$ cat src/rtl/continuous_monitoring_system_pkg.sv
// Shared types and constants for the continuous monitoring trace path.
package continuous_monitoring_system_pkg;

  localparam int RISC_V_INSTRUCTION_WIDTH = 32;

  localparam int TRACE_PC_WIDTH_DEFAULT  = 64;
  localparam int TRACE_GAP_WIDTH_DEFAULT = 16;

  localparam int TRACE_PACKET_WIDTH =
    TRACE_PC_WIDTH_DEFAULT + RISC_V_INSTRUCTION_WIDTH + TRACE_GAP_WIDTH_DEFAULT;

  localparam logic [TRACE_GAP_WIDTH_DEFAULT-1:0] TRACE_GAP_MAX = '1;

  // pc occupies the top bits, gap the bottom bits
  typedef struct packed {
    logic [TRACE_PC_WIDTH_DEFAULT-1:0]   pc;
    logic [RISC_V_INSTRUCTION_WIDTH-1:0] instr;
    logic [TRACE_GAP_WIDTH_DEFAULT-1:0]  gap;
  } trace_packet_t;

endpackage

$ cat src/rtl/trace_packer_fifo.sv
// Synchronous FIFO with extra-bit pointers; push while full is taken only
// when a pop happens in the same cycle (the slot is freed by the pop).
module trace_packer_fifo #(
  parameter int WIDTH = 8,
  parameter int DEPTH = 8
) (
  input  logic                       clk,
  input  logic                       rst,
  input  logic                       push,
  input  logic                       pop,
  input  logic [WIDTH-1:0]           wdata,
  output logic [WIDTH-1:0]           rdata,
  output logic [$clog2(DEPTH):0]     level,
  output logic                       full,
  output logic                       empty
);

  localparam int AW = $clog2(DEPTH);
  localparam logic [AW:0] PTR_ONE = {{AW{1'b0}}, 1'b1};

  logic [WIDTH-1:0] r_mem [DEPTH];
  logic [AW:0]      r_wr;
  logic [AW:0]      r_rd;
  logic             w_do_push;
  logic             w_do_pop;

  assign full      = (r_wr[AW] != r_rd[AW]) && (r_wr[AW-1:0] == r_rd[AW-1:0]);
  assign empty     = (r_wr == r_rd);
  assign level     = r_wr - r_rd;
  assign rdata     = r_mem[r_rd[AW-1:0]];
  assign w_do_pop  = pop && !empty;
  assign w_do_push = push && (!full || w_do_pop);

  // Storage array: data only, never reset
  always_ff @(posedge clk) begin
    if (w_do_push) r_mem[r_wr[AW-1:0]] <= wdata;
  end

  // Read/write pointers, wrapping modulo 2*DEPTH
  always_ff @(posedge clk or posedge rst) begin
    if (rst) begin
      r_wr <= '0;
      r_rd <= '0;
    end else begin
      if (w_do_push) r_wr <= r_wr + PTR_ONE;
      if (w_do_pop)  r_rd <= r_rd + PTR_ONE;
    end
  end

endmodule

$ cat src/rtl/trace_packer.sv
// Packs kept trace beats into {pc, instr, gap} packets and streams them out
// through a small FIFO; gap counts beats dropped (or lost) since the last packet.
module trace_packer
  import continuous_monitoring_system_pkg::*;
#(
  parameter int PC_WIDTH   = 64,
  parameter int GAP_WIDTH  = 16,
  parameter int FIFO_DEPTH = 8
) (
  input  logic                                          clk,
  input  logic                                          rst,
  input  logic                                          en,
  input  logic                                          pc_valid,
  input  logic [PC_WIDTH-1:0]                           pc,
  input  logic [RISC_V_INSTRUCTION_WIDTH-1:0]           instr,
  input  logic                                          drop_instr,
  output logic                                          m_tvalid,
  input  logic                                          m_tready,
  output logic [PC_WIDTH+RISC_V_INSTRUCTION_WIDTH+GAP_WIDTH-1:0] m_tdata,
  output logic [$clog2(FIFO_DEPTH):0]                   fifo_level,
  output logic                                          overflow,
  input  logic                                          overflow_clr
);

  localparam int PKT_W = PC_WIDTH + RISC_V_INSTRUCTION_WIDTH + GAP_WIDTH;
  localparam logic [GAP_WIDTH-1:0] GAP_ONE = {{(GAP_WIDTH-1){1'b0}}, 1'b1};
  localparam logic [GAP_WIDTH-1:0] GAP_MAX = '1;

  function automatic logic [GAP_WIDTH-1:0] sat_inc(input logic [GAP_WIDTH-1:0] g);
    return (g == GAP_MAX) ? GAP_MAX : g + GAP_ONE;
  endfunction

  logic [GAP_WIDTH-1:0] r_gap;
  logic                 r_overflow;
  logic                 w_beat;
  logic                 w_pop;
  logic                 w_space;
  logic                 w_push;
  logic                 w_lost;
  logic                 w_full;
  logic                 w_empty;
  logic [PKT_W-1:0]     w_head;

  assign w_beat  = pc_valid && en;
  assign w_pop   = m_tvalid && m_tready;
  // A full FIFO still accepts when the head leaves in the same cycle
  assign w_space = !w_full || w_pop;
  assign w_push  = w_beat && !drop_instr && w_space;
  assign w_lost  = w_beat && !drop_instr && !w_space;

  trace_packer_fifo #(
    .WIDTH (PKT_W),
    .DEPTH (FIFO_DEPTH)
  ) u_fifo (
    .clk   (clk),
    .rst   (rst),
    .push  (w_push),
    .pop   (w_pop),
    .wdata ({pc, instr, r_gap}),
    .rdata (w_head),
    .level (fifo_level),
    .full  (w_full),
    .empty (w_empty)
  );

  assign m_tvalid = !w_empty;
  // Unwritten storage is never exposed: an empty FIFO presents zero
  assign m_tdata  = w_empty ? '0 : w_head;
  assign overflow = r_overflow;

  // Gap counter: dropped and lost beats count, a stored packet restarts it
  always_ff @(posedge clk or posedge rst) begin
    if (rst) begin
      r_gap <= '0;
    end else if (w_beat) begin
      if (drop_instr || w_lost) r_gap <= sat_inc(r_gap);
      else                      r_gap <= '0;
    end
  end

  // Sticky overflow flag; a new loss wins over a clear in the same cycle
  always_ff @(posedge clk or posedge rst) begin
    if (rst)               r_overflow <= 1'b0;
    else if (w_lost)       r_overflow <= 1'b1;
    else if (overflow_clr) r_overflow <= 1'b0;
  end

endmodule

$ cat config.mk
export PLATFORM = sky130hd
export DESIGN_NAME = trace_packer
export DESIGN_NICKNAME = d
export VERILOG_FILES = /design/src/rtl/continuous_monitoring_system_pkg.sv /design/src/rtl/trace_packer_fifo.sv /design/src/rtl/trace_packer.sv
export SDC_FILE = /design/constraint.sdc
export NUM_CORES = 1
export LEC_CHECK = 0
export ABC_AREA = 1
export CELL_PAD_IN_SITES_DETAIL_PLACEMENT = 0
export CELL_PAD_IN_SITES_GLOBAL_PLACEMENT = 2
export CORE_AREA = 2 2 327 459
export CTS_BUF_LIST = sky130_fd_sc_hd__clkbuf_4 sky130_fd_sc_hd__clkbuf_8
export CTS_CLUSTER_DIAMETER = 150
export DETAILED_ROUTE_END_ITERATION = 16
export DIE_AREA = 0 0 329 461
export PLACE_DENSITY = 0.62
export SYNTH_ARGS = -nofsm -noshare
export SYNTH_HDL_FRONTEND = slang
export SYNTH_SLANG_ARGS = --single-unit
$ cat constraint.sdc
create_clock -name clk -period 29.4 [get_ports clk]
set_clock_uncertainty 0.15 [all_clocks]
set_input_delay 7.35 -clock clk [delete_from_list [all_inputs] [get_ports clk]]
set_output_delay 7.35 -clock clk [all_outputs]
set_load 0.02 [all_outputs]
==> reports/metrics.yaml <==
clock_path_buffers: 3
power_frac_seq_pct: 34.1
synth_flop_cell: "edfxtp_1"
setup_viol: 0
cts_hold_buf: 0
syn_nets: 2993
power_density_nw_per_um2: 103
crit_type: "flip-flop to output pin"
drt_wl_total_um: 102000
io_buffers: 220
clk_pin_slew_ns: 0.06
via_count: 23000
critPathMostFrequentCell: "buf_4"
fin_util_pct: 29.8
coreArea_um2: 147000
fmax_ghz: 0.0764
fin_setup_tns_ns: 0
antenna_found_initial: 9
drtIter0Drc: 1167
worstPathMaxFanout: 91
power_mw: 4.53
p_comb_share_pct: 40.3
power.leakage_nw: 14.6
drc_errors: 0
grt_pass1_vias: 23800
synth_warnings: 0
routed_via_density: 4.45
whs_ns: 0.376
clock_power_share_pct: 25.6
drv_slew: 0
crit_chain: "buf_4 > buf_4 > buf_4 > o21ai_0 > o22ai_1 > nor2_1 > nor2_1 > clkdlybuf4s50_1"
slowest_stage: "buf_4"
hpwl_um: 50400
synthCells: 2883
post-route-min-period_ns: 13.09
p_sw_share_pct: 38.7
status: "completed"
cts_sinks: 921
grt_first_pass_wirelength_um: 151000
fin_cells: 5173
post_cts_resized: 0
cts_setup_buffers: 0
syn_to_final_growth_pct: 19.5
max_slew_margin_pct: 21.3
cts_tree: "yes"
grt_usage_pct: 13.4
worstSetupStartpointType: "flip-flop"
grt_max_degree: 215
critical_path_required_ns: 21.90
ir_worst_vdd_mv: 0.0810
synth-edff-count: 896
finalWeightedCongestion: 0.694
hold_viol_final: 0
reg2reg_setup_slack_ns: 24.33
dp.cells: 4900
power.switching_mw: 1.75
synth.distinct_cells: 32
dr.pass1.iters: 8
cts_buffers: 152
synth_area_um2: 36700
hold_class: "flip-flop to flip-flop"
finalCritPeriodShare_pct: 44.5
drive_above_1_share_pct: 9.45
fin_nets: 3221
seq_area_frac_synth_pct: 75.1
async_flop_share_pct: 2.71
io_pins: 221
ys_seq_elements: 921
wl_per_cell_um: 19.7
die_width_um: 329
ant_nets: 0
avgSynthCellArea_um2: 12.7
cap_violations: 0
die_area_um2: 152000
rsz0062_at_grt: "false"
insertion_delay_ns: 0.85
cts.htree.levels: 4
cts_root_buf: "clkbuf_8"
worstPathArrival_ns: 5.59
end_kind: "output pin"
fp.dieH_um: 461
rows: 167
slowest_delay_ns: 0.91
intPower_mw: 2.77
start_util_pct: 24.9
overflow: 0
worstMarginPinSlew_ns: 1.18
-- synth_stat cells, types with 15 or more instances --
library cell / number / area [um2]
buf_4: 18 / 135
buf_2: 50 / 250
clkbuf_1: 77 / 289
edfxtp_1: 896 / 26900
o21ai_0: 303 / 1520
buf_1: 19 / 71.3
buf_6: 15 / 169
dfrtp_1: 25 / 626
o22ai_1: 112 / 701
nor2_1: 805 / 3020
o211ai_1: 112 / 841
o21ai_1: 158 / 791
nand3_1: 23 / 115
nand2_1: 194 / 728
inv_1: 31 / 116
-- critical path: cells and delay by family, from the launching register on --
family                 cells  cell delay, ns
AND/OR/NAND/NOR            2            0.46
flip-flops                 1            0.66
buffers and inverters      4            3.13
AO/OA/AOI/OAI              2            0.39
-- kinds of logic after synthesis --
family / Yosys count / share of synthesized area, %
AO/OA/AOI/OAI: 688 / 10.6
XOR/XNOR: 15 / 0.358
buffers and inverters: 220 / 3.03
flip-flops: 921 / 75.1
adder cells (fa/ha/maj): 7 / 0.259
AND/OR/NAND/NOR: 1032 / 10.7
-- sequential cells by signal (all words and copies together), names as in the netlist --
signal and flops:
overflow 1, r_gap 16, u_fifo.r_mem 896, u_fifo.r_rd 4, u_fifo.r_wr 4
-- power by group through the flow --
stage / logic, mW / registers (mW) / clock network (mW)
2_1_floorplan: 1.13 / 1.54 / 0
3_3_place_gp: 1.89 / 1.57 / 0
3_5_place_dp: 1.88 / 1.57 / 0
4_1_cts: 1.88 / 1.55 / 1.20
5_1_grt: 2.03 / 1.55 / 1.25
6_report: 1.82 / 1.54 / 1.16
-- through the flow --
stage          cell area, um2  worst slack (ns)
3_3_place_gp            40700             16.90
2_1_floorplan           36700             13.02
4_1_cts                 43800             16.03
5_1_grt                 43800             15.76
3_5_place_dp            40700             17.05
6_report                43800             16.31
-- layout make-up --
class / count / area [um2]
sequential: 921 / 27500
fill: 15000 / 103000
multi-input combinational: 1742 / 8110
clock inverter: 58 / 487
timing repair buffer: 262 / 2520
tap: 1943 / 2430
inverter: 32 / 139
antenna: 4 / 10.0
clock buffer: 211 / 2600
-- final timing paths --
kind	startpoint	to	depth (start not counted)
hold reg to reg	u_fifo.r_wr[3]	u_fifo.r_wr[3]	1
setup / recovery	u_fifo.r_rd[0]	m_tdata[39]	8
max in group asynchronous	rst	u_fifo.r_rd[0]	3
min in group asynchronous	rst	r_gap[2]	3
hold / removal	u_fifo.r_wr[3]	u_fifo.r_wr[3]	1
setup reg to reg	u_fifo.r_rd[1]	u_fifo.r_mem[5][41]	11
-- cells in the final DEF (no fill, tap or decap), types with 8 or more instances in the layout --
| cell | Yosys | routed |
|---|---|---|
| clkbuf_4 | 2 | 49 |
| clkinv_2 | 0 | 19 |
| clkinv_1 | 0 | 24 |
| o211ai_1 | 112 | 112 |
| clkdlybuf4s50_1 | 0 | 220 |
| edfxtp_1 | 896 | 896 |
| nor2_1 | 805 | 798 |
| nor2_4 | 1 | 8 |
| bufinv_16 | 0 | 8 |
| nand2_1 | 194 | 194 |
| buf_4 | 18 | 42 |
| nand3_1 | 23 | 23 |
| inv_1 | 31 | 30 |
| o22ai_1 | 112 | 112 |
| clkbuf_8 | 0 | 162 |
| o21ai_1 | 158 | 158 |
| dfrtp_1 | 25 | 22 |
| o21ai_0 | 303 | 303 |
| xor2_1 | 11 | 11 |
-- layer usage --
metal / up-vias / GRT usage [%] / wire length (um)
met1: 11500 / 17.0 / 45700
met4: 8 / 4.64 / 2280
met3: 173 / 2.92 / 4580
met5: - / 0 / 49
li1: 10900 / - / -
met2: 435 / 22.4 / 49500
(Power assumes the default switching activity.)
